File: src/rtl/pad_input_conditioner.sv
`default_nettype none
// ============================================================================
// Module      : pad_input_conditioner
// Description : Per-pad GPIO input conditioning. Each pad is resynchronised,
//               debounced against a shared stable-time threshold and run
//               through a configurable event detector that sets a sticky
//               interrupt status bit, cleared by software.
// Revision    : 1.0 - initial release
// ============================================================================
module pad_input_conditioner #(
    parameter int NUM_PADS    = 32,
    parameter int SYNC_STAGES = 2,
    parameter int DEBOUNCE_W  = 8
) (
    input  logic                  clk_i,
    input  logic                  rst_ni,
    input  logic [NUM_PADS-1:0]   pad_in_i,
    input  logic [DEBOUNCE_W-1:0] cfg_debounce_i,
    input  logic [NUM_PADS-1:0]   cfg_irq_en_i,
    input  logic [2*NUM_PADS-1:0] cfg_irq_type_i,
    input  logic [NUM_PADS-1:0]   irq_clear_i,
    output logic [NUM_PADS-1:0]   in_val_o,
    output logic [NUM_PADS-1:0]   irq_status_o,
    output logic                  irq_o
);

    localparam logic [DEBOUNCE_W-1:0] C_CNT_ONE = {{(DEBOUNCE_W-1){1'b0}}, 1'b1};

    localparam logic [1:0] C_TYPE_RISE  = 2'b00;
    localparam logic [1:0] C_TYPE_FALL  = 2'b01;
    localparam logic [1:0] C_TYPE_BOTH  = 2'b10;
    localparam logic [1:0] C_TYPE_LEVEL = 2'b11;

    logic [NUM_PADS-1:0] r_sync [SYNC_STAGES];
    logic [NUM_PADS-1:0] w_sync_out;

    // Resynchronise all pad inputs into the clk_i domain
    always_ff @(posedge clk_i) begin
        if (!rst_ni) begin
            for (int k = 0; k < SYNC_STAGES; k++) begin
                r_sync[k] <= '0;
            end
        end else begin
            r_sync[0] <= pad_in_i;
            for (int k = 1; k < SYNC_STAGES; k++) begin
                r_sync[k] <= r_sync[k-1];
            end
        end
    end

    assign w_sync_out = r_sync[SYNC_STAGES-1];

    generate
        for (genvar i = 0; i < NUM_PADS; i++) begin : g_pad
            logic [DEBOUNCE_W-1:0] r_cnt;
            logic                  r_val;
            logic                  r_prev;
            logic                  r_status;
            logic                  w_rise;
            logic                  w_fall;
            logic                  w_event;

            // Debounce: accept the synchronised level once it has disagreed
            // with the filtered value for more than T consecutive edges.
            // The >= compare lets a lowered threshold act immediately and
            // keeps the counter from ever passing T, so it cannot wrap.
            always_ff @(posedge clk_i) begin
                if (!rst_ni) begin
                    r_cnt <= '0;
                    r_val <= 1'b0;
                end else if (w_sync_out[i] == r_val) begin
                    r_cnt <= '0;
                end else if (r_cnt >= cfg_debounce_i) begin
                    r_val <= w_sync_out[i];
                    r_cnt <= '0;
                end else begin
                    r_cnt <= r_cnt + C_CNT_ONE;
                end
            end

            // Delayed copy of the filtered value for edge detection
            always_ff @(posedge clk_i) begin
                if (!rst_ni) begin
                    r_prev <= 1'b0;
                end else begin
                    r_prev <= r_val;
                end
            end

            assign w_rise = r_val & ~r_prev;
            assign w_fall = ~r_val & r_prev;

            // Select the event condition for this pad's configured type
            always_comb begin
                w_event = 1'b0;
                case (cfg_irq_type_i[2*i +: 2])
                    C_TYPE_RISE:  w_event = w_rise;
                    C_TYPE_FALL:  w_event = w_fall;
                    C_TYPE_BOTH:  w_event = w_rise | w_fall;
                    C_TYPE_LEVEL: w_event = r_val;
                    default:      w_event = 1'b0;
                endcase
            end

            // Sticky status: an enabled event sets it and beats a clear
            always_ff @(posedge clk_i) begin
                if (!rst_ni) begin
                    r_status <= 1'b0;
                end else if (w_event && cfg_irq_en_i[i]) begin
                    r_status <= 1'b1;
                end else if (irq_clear_i[i]) begin
                    r_status <= 1'b0;
                end
            end

            assign in_val_o[i]     = r_val;
            assign irq_status_o[i] = r_status;
        end
    endgenerate

    assign irq_o = |irq_status_o;

endmodule
`default_nettype wire

File: config.mk
export PLATFORM = sky130hd
export DESIGN_NAME = pad_input_conditioner
export DESIGN_NICKNAME = d
export VERILOG_FILES = /design/src/rtl/pad_input_conditioner.sv
export SDC_FILE = /design/constraint.sdc
export NUM_CORES = 1
export LEC_CHECK = 0
export ABC_CLOCK_PERIOD_IN_PS = 4330
export CORE_AREA = 2 2 255 307
export DETAILED_ROUTE_END_ITERATION = 8
export DIE_AREA = 0 0 257 309
export PLACE_DENSITY_LB_ADDON = 0.25
export SYNTH_ARGS = -nofsm -noshare
export SYNTH_HDL_FRONTEND = slang
export SYNTH_SLANG_ARGS = --single-unit
export TNS_END_PERCENT = 30
File: constraint.sdc
create_clock -name clk_i -period 4.33 [get_ports clk_i]
set_clock_uncertainty 0.1 [all_clocks]
set_input_delay 0.433 -clock clk_i [delete_from_list [all_inputs] [get_ports clk_i]]
set_output_delay 0.433 -clock clk_i [all_outputs]
set_load 0.01 [all_outputs]
==> results.yml <==
outcome:
  status: "completed"
clocking:
  tritoncts: "yes"
  post_cts_buffers: 0
  numCtsBuffers: 48
  cts.clk_slew.worst_paths_ns: 0.06
  clock_latency_ns: 0.58
  post_cts_hold_buffer_count: 0
  clk_path_buf_depth: 3
  h-tree-depth: 2
  cts-root-buf: "clkbuf_16"
  cts_resized: 0
  clock-sinks: 416
grt:
  antenna_found_initial: 2
  grt_usage_pct: 14.3
  grt_remaining_overflow: 0
  grt_max_degree: 94
  grt_pass1_wl_um: 91600
  grt_pass1_vias: 17900
min_path:
  whs_path_depth: 3
  holdCritPathClass: "primary input to flop"
die:
  rows: 111
  core_area_um2: 76200
  fp.dieW_um: 257
  die_y_um: 309
  io_pins: 235
  initial_utilization_pct: 31.9
  dieArea_um2: 79400
timing:
  rsz0062_at_grt: "false"
  worstMarginPinSlew_ns: 1.07
  finalMaxSlewViolations: 0
  hold_viol: 0
  period_needed_ns: 3.78
  fin_crit_sh_pct: 87.4
  setup_violations: 0
  fmax_ghz: 0.264
  fin_ws_ns: 0.545
  timing.setup.tns_ns: 0
  relSlewSlack_pct: 28.2
synthesis:
  ys_seq_area_share_pct: 34.3
  synth-edff-count: 0
  synthArstFlopShare_pct: 0
  mappedNetlistNets: 2958
  synth-seq-cells: 416
  synth_top_area_cell: "dfxtp_1"
  synth_top_area_share_pct: 34.3
  ys_types: 30
  synth_area_um2: 24300
  synth_cells: 2436
  yosysMostFrequentCell: "dfxtp_1"
  yosysWarnings: 0
  syn_avg_cell_area_um2: 9.98
  synthFlopType: "dfxtp_1"
  yosys-top-cells-count: "416 x dfxtp_1, 352 x ha_1, 288 x nor2_1"
  synth_area_leaders: "dfxtp_1 34%, ha_1 18%, xor2_1 6.3%"
setup_path:
  required_ns: 3.80
  rr_worst_depth: 6
  max_stage_delay_ns: 0.91
  end_kind: "primary output"
  crit_family: "simple AND/OR/NAND/NOR gates"
  start_kind: "flop"
  slowest_stage: "nor4_1"
  cp_max_fo: 3
  path_cells: "nor4_1 > nand4_1 > or2_2 > clkdlybuf4s50_1"
  path_class: "flop to primary output"
  critPathBufInv: 1
  cp.arrival_ns: 3.25
  cp_num_cells: 4
power:
  p_int_mw: 6.79
  power_leakage_nw: 12.0
  p_seq_share_pct: 44.3
  p_switching_mw: 2.00
  comb_power_share_pct: 7.9
  power.ir.vdd_worst_v: 0.000245
  p_sw_share_pct: 22.8
  pwr_density_cell_nw_per_um2: 301
  clockPowerShare_pct: 47.8
cells_and_area:
  fin_area_um2: 29200
  drive_above_1_share_pct: 8.59
  multiInputGateArea_um2: 14700
  filler_cell_count: 7482
  area_growth_pct: 20.0
  nets: 3174
  seqCellArea_um2: 8330
  n_antenna_cell: 0
place:
  port_buffers: 234
  hpwl_um: 41800
  placed_cell_area_um2: 27500
  dp_slack_ns: 1.19
  place_congestion: 0.802
detailed_routing:
  antenna_left: 0
  drtIter0Drc: 563
  vias: 17300
  drtPass1Iterations: 4
  drc: 0
  drt-wirelength-per-cell_um: 15.3
  viasPerCell: 4.67
  routed_wl_um: 56700
job:
  drv_cap: 0
[metal layers]
metal	part of all wire, %	track usage [%]
met1	44	16.9
met2	50	26.4
met3	3.3	2.12
met4	2.7	4.39
met5	0.023	0
[registers in the layout (all words and copies together), names as in the netlist]
name / count
g_pad.r_cnt: 256
r_sync: 64
g_pad.r_prev: 32
g_pad.r_status: 32
g_pad.r_val: 32
[worst register-to-register path, delay by kind of cell, from the launching register on]
kind | cells | cell delay [ns]
flops | 1 | 0.43
buf+inv | 1 | 0.07
simple gates | 1 | 0.15
compound gates | 2 | 0.61
mux | 1 | 0.15
fa+ha+maj | 1 | 0.28
[cell usage in the layout, fill, tap and decap left out, drive strengths merged, types with 63 or more instances in the layout]
cell type	count
nand2	106
xor2	176
clkbuf	71
clkdlybuf4s50	232
a21oi	96
inv	200
and2	97
dfxtp	416
nor2	288
o21a	63
ha	352
nor2b	66
nand3	138
[kinds of logic (layout without fill, tap and decap cells)]
logic type | after synthesis | in the layout | share of synthesized area (%)
AO/OA/AOI/OAI | 257 | 257 | 12.0
buffers and inverters | 285 | 537 | 5.44
XOR/XNOR | 224 | 224 | 8.07
AND/OR/NAND/NOR | 838 | 838 | 17.8
multiplexers | 64 | 64 | 4.28
adder cells (fa/ha/maj) | 352 | 352 | 18.1
flip-flops | 416 | 416 | 34.3
[per-stage QoR]
step | std cells | power, mW | hold WS (ns) | utilization, %
detailed placement | 3619 | 4.68 | 0.319 | 36.1
finish | 3705 | 8.79 | 0.305 | 38.3
global route | 3705 | 9.16 | 0.313 | 38.3
global placement | 3619 | 4.67 | 0.315 | 36.1
CTS | 3705 | 8.97 | 0.282 | 38.3
floorplan | 2436 | 4.37 | 0.312 | -
[worst paths after layout]
check,from,end,slack [ns]
max reg2reg,g_pad[19].r_cnt[0]$_SDFF_PP0_,g_pad[19].r_val$_SDFFE_PN0P_,2.40
max,g_pad[9].r_status$_SDFFE_PN0P_,irq_o,0.55
min,rst_ni,g_pad[20].r_val$_SDFFE_PN0P_,0.30
min reg2reg,r_sync[0][21]$_SDFF_PN0_,r_sync[0][53]$_SDFF_PN0_,0.33
[power groups by stage]
| stage | clock [mW] | sequential (mW) | combinational [mW] |
|---|---|---|---|
| floorplan | 0 | 3.97 | 0.407 |
| global placement | 0 | 3.97 | 0.691 |
| detailed placement | 0 | 3.98 | 0.709 |
| CTS | 4.37 | 3.89 | 0.712 |
| global route | 4.50 | 3.89 | 0.769 |
| finish | 4.20 | 3.89 | 0.696 |
[area by class of cell]
type	instances	share of cell area (%)
Sequential cell	416	28.5
Clock inverter	15	0.716
Tap cell	1017	4.36
Clock buffer	71	4.86
Timing Repair Buffer	251	8.67
Inverter	200	2.57
Multi-Input combinational cell	1735	50.3
Note: power is estimated with default switching activity, not from simulation.
